**src/rtl/cdc_pkg.sv**
```systemverilog
`default_nettype none
// ============================================================================
//  Module      : cdc_pkg
//  Description : Shared types and limits for the toggle-handshake CDC blocks.
//  Revision    : 1.0  initial release
// ============================================================================
package cdc_pkg;

  // Source-side handshake state
  typedef enum logic [0:0] {
    IDLE     = 1'b0,
    WAIT_ACK = 1'b1
  } cdc_state_e;

  // Legal depth range for the synchronizer chains
  localparam int CDC_SYNC_MIN = 2;
  localparam int CDC_SYNC_MAX = 4;

endpackage : cdc_pkg
`default_nettype wire

```
**src/rtl/sync_ff_chain.sv**
```systemverilog
`default_nettype none
// ============================================================================
//  Module      : sync_ff_chain
//  Description : 1-bit multi-flop synchronizer with asynchronous active-low
//                clear. Shared by both ends of the toggle handshake.
//  Revision    : 1.0  initial release
// ============================================================================
module sync_ff_chain
  import cdc_pkg::*;
#(
  parameter int STAGES = 2
) (
  input  logic ck,
  input  logic cdn,
  input  logic async_i,
  output logic sync_o
);

  if ((STAGES < CDC_SYNC_MIN) || (STAGES > CDC_SYNC_MAX)) begin : g_bad_stages
    $error("sync_ff_chain: STAGES out of range");
  end

  logic [STAGES-1:0] chain_q;

  // Shift the asynchronous input through the flop chain, oldest sample at the top
  always_ff @(posedge ck or negedge cdn) begin
    if (!cdn) begin
      chain_q <= '0;
    end else begin
      chain_q <= {chain_q[STAGES-2:0], async_i};
    end
  end

  assign sync_o = chain_q[STAGES-1];

endmodule : sync_ff_chain
`default_nettype wire

```
**src/rtl/cdc_toggle_tx.sv**
```systemverilog
`default_nettype none
// ============================================================================
//  Module      : cdc_toggle_tx
//  Description : Sending end of a two-phase toggle CDC handshake. Captures a
//                word onto a stable crossing bus, flips req_tgl, and reopens
//                once the synchronized ack toggle matches req_tgl again.
//                Optional watchdog enabled by macro CDC_TOGGLE_TX_TIMEOUT_EN
//                (adds err_clr input and sticky err output).
//  Revision    : 1.0  initial release
// ============================================================================
module cdc_toggle_tx
  import cdc_pkg::*;
#(
  parameter int DW             = 8,
  parameter int SYNC_STAGES    = 2,
  parameter int TIMEOUT_CYCLES = 1024
) (
  input  logic          ck,
  input  logic          cdn,
  input  logic          in_valid,
  input  logic [DW-1:0] in_data,
  output logic          in_ready,
  output logic [DW-1:0] xd_data,
  output logic          req_tgl,
  input  logic          ack_tgl_async,
  output logic          done,
  output logic          busy
`ifdef CDC_TOGGLE_TX_TIMEOUT_EN
  ,
  input  logic          err_clr,
  output logic          err
`endif
);

  if ((DW < 1) || (DW > 64)) begin : g_bad_dw
    $error("cdc_toggle_tx: DW out of range");
  end
  if ((SYNC_STAGES < CDC_SYNC_MIN) || (SYNC_STAGES > CDC_SYNC_MAX)) begin : g_bad_sync
    $error("cdc_toggle_tx: SYNC_STAGES out of range");
  end
  if (TIMEOUT_CYCLES < 16) begin : g_bad_timeout
    $error("cdc_toggle_tx: TIMEOUT_CYCLES must be >= 16");
  end

  cdc_state_e    state_q, state_d;
  logic          req_q, req_d;
  logic [DW-1:0] data_q, data_d;
  logic          done_q, done_d;
  logic          ack_s;
  logic          levels_match;

  sync_ff_chain #(
    .STAGES (SYNC_STAGES)
  ) u_ack_sync (
    .ck      (ck),
    .cdn     (cdn),
    .async_i (ack_tgl_async),
    .sync_o  (ack_s)
  );

  // Handshake is closed when the returned ack level equals our request level
  assign levels_match = (ack_s == req_q);
  assign in_ready     = (state_q == IDLE) && levels_match;
  assign busy         = (state_q == WAIT_ACK);
  assign xd_data      = data_q;
  assign req_tgl      = req_q;
  assign done         = done_q;

  // Next-state logic: capture and toggle from IDLE, close out on matching ack
  always_comb begin
    state_d = state_q;
    req_d   = req_q;
    data_d  = data_q;
    done_d  = 1'b0;
    case (state_q)
      IDLE: begin
        if (in_valid && in_ready) begin
          data_d  = in_data;
          req_d   = ~req_q;
          state_d = WAIT_ACK;
        end
      end
      WAIT_ACK: begin
        if (levels_match) begin
          state_d = IDLE;
          done_d  = 1'b1;
        end
      end
      default: state_d = IDLE;
    endcase
  end

  // Handshake registers; data and request flip on the same edge
  always_ff @(posedge ck or negedge cdn) begin
    if (!cdn) begin
      state_q <= IDLE;
      req_q   <= 1'b0;
      data_q  <= '0;
      done_q  <= 1'b0;
    end else begin
      state_q <= state_d;
      req_q   <= req_d;
      data_q  <= data_d;
      done_q  <= done_d;
    end
  end

`ifdef CDC_TOGGLE_TX_TIMEOUT_EN
  localparam int CW = $clog2(TIMEOUT_CYCLES + 1);

  logic [CW-1:0] cnt_q, cnt_d;
  logic          err_q, err_d;
  logic          timeout_hit;

  // The count reaches TIMEOUT_CYCLES on the edge ending that many WAIT_ACK cycles
  assign timeout_hit = (state_q == WAIT_ACK) && (cnt_q == CW'(TIMEOUT_CYCLES - 1));
  assign err         = err_q;

  // Watchdog: restart on each capture, count while waiting, saturate; timeout beats clear
  always_comb begin
    cnt_d = cnt_q;
    err_d = err_q;
    if ((state_q == IDLE) && (state_d == WAIT_ACK)) begin
      cnt_d = '0;
    end else if ((state_q == WAIT_ACK) && (cnt_q != CW'(TIMEOUT_CYCLES))) begin
      cnt_d = cnt_q + 1'b1;
    end
    if (timeout_hit) begin
      err_d = 1'b1;
    end else if (err_clr) begin
      err_d = 1'b0;
    end
  end

  // Watchdog registers
  always_ff @(posedge ck or negedge cdn) begin
    if (!cdn) begin
      cnt_q <= '0;
      err_q <= 1'b0;
    end else begin
      cnt_q <= cnt_d;
      err_q <= err_d;
    end
  end
`endif

endmodule : cdc_toggle_tx
`default_nettype wire

```
**config.mk**
```make
export PLATFORM = sky130hd
export DESIGN_NAME = cdc_toggle_tx
export DESIGN_NICKNAME = d
export VERILOG_FILES = /design/src/rtl/cdc_pkg.sv /design/src/rtl/sync_ff_chain.sv /design/src/rtl/cdc_toggle_tx.sv
export SDC_FILE = /design/constraint.sdc
export NUM_CORES = 1
export LEC_CHECK = 0
export ABC_AREA = 1
export ABC_CLOCK_PERIOD_IN_PS = 1100
export BUFFER_PORTS_ARGS = -buffer_cell sky130_fd_sc_hd__buf_2
export CORE_AREA = 2 2 39 41
export CTS_CLUSTER_SIZE = 28
export DETAILED_ROUTE_END_ITERATION = 8
export DIE_AREA = 0 0 41 43
export HOLD_SLACK_MARGIN = 0.12
export PLACE_DENSITY = 0.69
export SLEW_MARGIN = 20
export SYNTH_ARGS = -nofsm -noshare
export SYNTH_HDL_FRONTEND = slang
export SYNTH_SLANG_ARGS = --single-unit
```
**constraint.sdc**
```tcl
create_clock -name ck -period 1.1 [get_ports ck]
set_input_delay 0.22 -clock ck [delete_from_list [all_inputs] [get_ports ck]]
set_output_delay 0.22 -clock ck [all_outputs]
set_load 0.02 [all_outputs]
```
==> out/results.tsv, run 1 <==
metric	value	unit
yosys warns	0	
H-tree lvl count	1	
Max stage delay on crit path	0.43	ns
DR iter-0 viols	17	
Root Driver	clkbuf_4	
Mapped Nets	66	
Vias	509	
final cell count without fillers	104	
Synth top cells by count	20 x nand2_1, 13 x dfrtp_1, 9 x nand4_1, 3 x inv_1	
slew margin rel.	81.2	%
row count	14	
total clock sinks	13	
Crit. Startpoint	req_tgl	
vias in the first global route	465	
share of layout cells above drive strength 1	48.9	%
largest net degree at the start of global routing	14	
Area contributors post-synth	dfrtp_1 60%, nand2_1 14%, nand4_1 10%	
maximum root-to-sink buffer count	2	
mapped cell area	543	sq um
Final Critical Period	1.33	ns
RR Startpoint	busy	
LEAKAGE	0.434	nW
Max FO, Critical Path	3	
Pwr Density	2810	nW/um^2
Layout Utilization	57.1	%
grt total ovfl	0	
Die Y	43	um
total CTS buffers	3	
DRC Markers	0	
Clock transition at path regs	0.07	ns
input/output buffers	23	
Max-cap violations	0	
worst skew pair latency	0.27	ns
Reg2Reg Setup Slack	-0.01	ns
ratio of final minimum period to clock period	121	%
Post-Syn Instances	54	
Final ANT Viol Nets	0	
VDD IR-drop max	1.16	mV
CTS tree	done	
drt via density	4.89	
WS Path Type	flip-flop to output pin	
Final Hold Viols	0	
ys flop type	dfrtp_1	
io pins	24	
Final nets	101	
slowest CP cell	dfrtp_2	
die footprint	1760	sq um
placed cells	94	
final setup violation count	5	
cell taking the most area after synthesis	dfrtp_1	
Yosys reg bits	13	
CP Capture Point	in_ready	
antenna diode count	0	
fin worst setup slack	-0.232	ns
Yosys top cell area share	59.9	%
fraction of synthesis flops using an asynchronous set or reset pin	100	%
WL/cell	12.1	um
fmax	751	MHz
Pre-antenna DRT Iters	4	
Hold WS	0.195	ns
Die W	41	um
sequential area share after synthesis	59.9	%
critical path arrival	1.11	ns
Hold Path Class	input pin to flip-flop	
crit path capture type	output pin	
Netlist cell types	11	
r2r worst-path depth	4	
Worst Tran Pin Value	0.283	ns
GPL Wtd Cong	0.685	
r2r endpoint	xd_data[2]	
failing checks	setup timing	
status	finished, violations left	
Mapped Avg Cell Area	10.1	sq um
final WL	1250	um
first-pass GRT wire length	2040	um
critical path, cell by cell	inv_2 -> nand2_2 -> nand2_2 -> inv_2 -> nor2_4 -> buf_6	
CORE AREA	1380	sq um
Final Max Slew Viols	0	
Crit path required time	0.88	ns
Power, Total	2.22	mW
count leader, synth	nand2_1	
final setup skew	0.00105	ns
Area Overhead vs Synth	45.6	%
number of flops mapped to enable cells by yosys	0	
GRT Overall Usage	18.2	%
Place WS	-0.0702	ns
number of antenna violations at the first check in global routing	0	
crit path launch type	flip-flop	
dpl hpwl	825	um
RSZ-0062 raised after global routing	true	
initial core utilization	39.2	%
## metal layers
| layer | global-route usage, % | wire length, um | up-vias |
|---|---|---|---|
| li1 | - | - | 250 |
| met1 | 22.3 | 502 | 231 |
| met2 | 27.8 | 639 | 24 |
| met3 | 3.14 | 75 | 4 |
| met4 | 12.0 | 36 | 0 |
| met5 | 0 | 0 | - |
## critical path: cells and delay by family (launching register included)
kind / cells / cell delay, ns
DFF: 1 / 0.43
buffers and inverters: 3 / 0.23
and+or+nand+nor: 3 / 0.18
## worst min-delay path by stage
stage                 endpoint        from  cells past startpoint  slack, ns
floorplan                 busy         cdn                      0      -0.08
global placement    xd_data[6]         cdn                      1       0.12
detailed placement  xd_data[6]         cdn                      1       0.12
CTS                 xd_data[5]  in_data[5]                      3       0.19
global route        xd_data[5]  in_data[5]                      3       0.21
finish              xd_data[5]  in_data[5]                      3       0.20
## power by group
part           internal [mW]  total [mW]  switching [mW]  leakage (nW)
Clock                  0.140       0.282           0.142        0.0150
Combinational          0.465        1.16           0.696         0.258
Sequential             0.667       0.778           0.112         0.160
Total                   1.27        2.22           0.949         0.434
## what timing repair did
action / 4_1_cts / 5_1_grt
resized for setup: 10 / 0
endpoints found under the setup margin: 10 / 13
buffers inserted: 3 / 1
gates cloned: 1 / 0
hold endpoints to repair: 14 / 0
hold buffers: 2 / 0
pin swaps: 1 / 1
## per-stage QoR
stage                     cell area [sq um]  TNS (ns)
final                                   791    -0.338
after global routing                    791     -1.06
after CTS                               791    -0.317
after detailed placement                678    -0.488
after global placement                  678         0
after floorplan                         552   -0.0895
## registers in the layout, indices dropped and copies added (netlist names)
signal,count
busy,1
done,1
req_tgl,1
u_ack_sync.chain_q,2
xd_data,8
## placed cells by master, fill, tap and decap left out, drive strengths merged
cell,count
buf,30
nand2,21
dfrtp,13
nand4,9
inv,4
clkbuf,4
nand3,2
dlygate4sd3,2
nor2,2
o21ai,1
## layout make-up
type	count	area, sq um
flip-flops and latches	13	327
fillers	136	593
inverters	4	15.0
repair buffers	32	204
well taps	16	20.0
multi-input cells	35	199
clock buffers	4	26.3
## kinds of logic after synthesis
logic type,after synthesis,share of synthesized area [%]
buffers and inverters,7,9.91
and+or+nand+nor,33,28.6
DFF,13,59.9
AOI/OAI and AO/OA,1,1.61
(Power assumes the default switching activity.)
==> inputs of run 2 (changes only) <==
--- a/config.mk
+++ b/config.mk
@@ -13,7 +13,7 @@
 export DETAILED_ROUTE_END_ITERATION = 8
 export DIE_AREA = 0 0 41 43
 export HOLD_SLACK_MARGIN = 0.12
-export PLACE_DENSITY = 0.69
+export PLACE_DENSITY = 0.73
 export SLEW_MARGIN = 20
 export SYNTH_ARGS = -nofsm -noshare
 export SYNTH_HDL_FRONTEND = slang
==> run 2 against run 1 <==
The flow still finishes with violations (setup timing). Sequential power fell by 1%. Die area did not move. Maximum frequency fell by 0.88%. Cell area rose by 1.9%. Register-to-register slack barely moved. Sequential share of layout area fell by 0.77 points. Setup slack got worse by 0.012 ns. Core utilization rose by 1.1 points. Flip-flop and latch count did not move. Power rose by 2.9%. Final cell count rose by 1.9%. Global-route usage fell by 1.3 points. Largest power group unchanged. Highest routed layer unchanged.
==> out/results.tsv, run 2 (same netlist as run 1, synthesis figures left out) <==
metric	value	unit
fin worst setup slack	-0.243	ns
slowest CP cell	dfrtp_2	
input/output buffers	23	
total clock sinks	13	
total CTS buffers	3	
antenna diode count	0	
final cell count without fillers	106	
maximum root-to-sink buffer count	2	
GPL Wtd Cong	0.653	
Clock transition at path regs	0.08	ns
Pwr Density	2840	nW/um^2
Max stage delay on crit path	0.42	ns
WS Path Type	flip-flop to output pin	
largest net degree at the start of global routing	14	
max reg flops	8	
commonest non-fill, non-tap cell in the layout	buf_2	
placed cells	94	
crit path capture type	output pin	
Pre-antenna DRT Iters	4	
final setup skew	0.00303	ns
failing checks	setup timing	
worst skew pair latency	0.27	ns
VDD IR-drop max	1.18	mV
CTS tree	done	
drt via density	4.82	
crit path launch type	flip-flop	
Final ANT Viol Nets	0	
status	finished, violations left	
H-tree lvl count	1	
number of antenna violations at the first check in global routing	0	
ratio of final minimum period to clock period	122	%
Final Critical Period	1.34	ns
critical path arrival	1.12	ns
final WL	1300	um
initial core utilization	39.2	%
Vias	511	
RSZ-0062 raised after global routing	true	
fmax	744	MHz
GRT Overall Usage	16.9	%
share of layout cells above drive strength 1	50.0	%
Crit path required time	0.88	ns
Worst Tran Pin Value	0.291	ns
Final Hold Viols	0	
Place WS	-0.0598	ns
Area Overhead vs Synth	48.4	%
final setup violation count	10	
Die Y	43	um
critical path, cell by cell	inv_2 -> nand2_2 -> nand2_2 -> inv_2 -> nor2_4 -> buf_6	
placed cell areas	678	sq um
WL/cell	12.3	um
die footprint	1760	sq um
final instance area	806	sq um
io pins	24	
slew margin rel.	80.6	%
DRC Markers	0	
Final Max Slew Viols	0	
commonest non-fill, non-tap cells in the layout	21 x buf_2, 19 x nand2_1, 12 x dfrtp_1, 9 x nand4_1, 8 x buf_4	
Max FO, Critical Path	3	
Max-cap violations	0	
row count	14	
LEAKAGE	0.443	nW
Hold Path Class	input pin to flip-flop	
Die W	41	um
vias in the first global route	452	
DR iter-0 viols	11	
Hold WS	0.195	ns
Layout fillers	129	
first-pass GRT wire length	1920	um
dpl hpwl	824	um
CORE AREA	1380	sq um
grt total ovfl	0	
Final nets	103	
Root Driver	clkbuf_4	
[run 2: worst paths after layout]
check	slack [ns]	depth (start not counted)	endpoint	start
max	-0.24	6	in_ready	req_tgl
min	0.19	3	xd_data[1]	in_data[1]
max reg2reg	-0.02	7	xd_data[2]	req_tgl
min reg2reg	0.35	0	u_ack_sync.chain_q[1]	u_ack_sync.chain_q[0]
max in group asynchronous	0.50	2	req_tgl	cdn
min in group asynchronous	0.36	2	done	cdn
[run 2: per-stage QoR]
stage	setup TNS (ns)	utilization (%)	power [mW]
after CTS	-0.309	57.7	2.26
after global placement	0	49.0	1.72
after global routing	-1.01	58.2	2.44
final	-0.388	58.2	2.29
after detailed placement	-0.382	49.0	1.74
after floorplan	-0.0895	-	1.44
[run 2: per-layer routing]
| metal | up-vias | wire length (um) | global-route usage, % |
|---|---|---|---|
| li1 | 252 | - | - |
| met1 | 239 | 544 | 22.0 |
| met2 | 18 | 667 | 25.0 |
| met3 | 2 | 72 | 3.14 |
| met4 | 0 | 19 | 10.0 |
| met5 | - | 0 | 0 |
[run 2: critical path, delay by kind of cell, from the launching register on]
| family | cells | cell delay [ns] |
|---|---|---|
| simple gates | 3 | 0.20 |
| flops | 1 | 0.42 |
| buf+inv | 3 | 0.23 |
[run 2: cell type report]
| class | count | area, sq um | share of cell area [%] |
|---|---|---|---|
| Tap cell | 16 | 20.0 | 2.48 |
| Inverter | 4 | 15.0 | 1.86 |
| Sequential cell | 13 | 327 | 40.5 |
| Clock buffer | 4 | 26.3 | 3.26 |
| Multi-Input combinational cell | 35 | 199 | 24.7 |
| Timing Repair Buffer | 34 | 219 | 27.2 |
[run 2: report_power, final]
group          internal, mW  switching, mW
combinational         0.504          0.725
clock                 0.140          0.150
sequential            0.666          0.101
total                  1.31          0.976
[run 2: what timing repair did]
item                                    CTS  global route
hold buffers                              2             0
gates cloned                              1             0
resized for setup                        10             0
pin swaps                                 1             1
endpoints found under the setup margin   10            13
setup buffers                             4             1
endpoints found under the hold margin    14             0
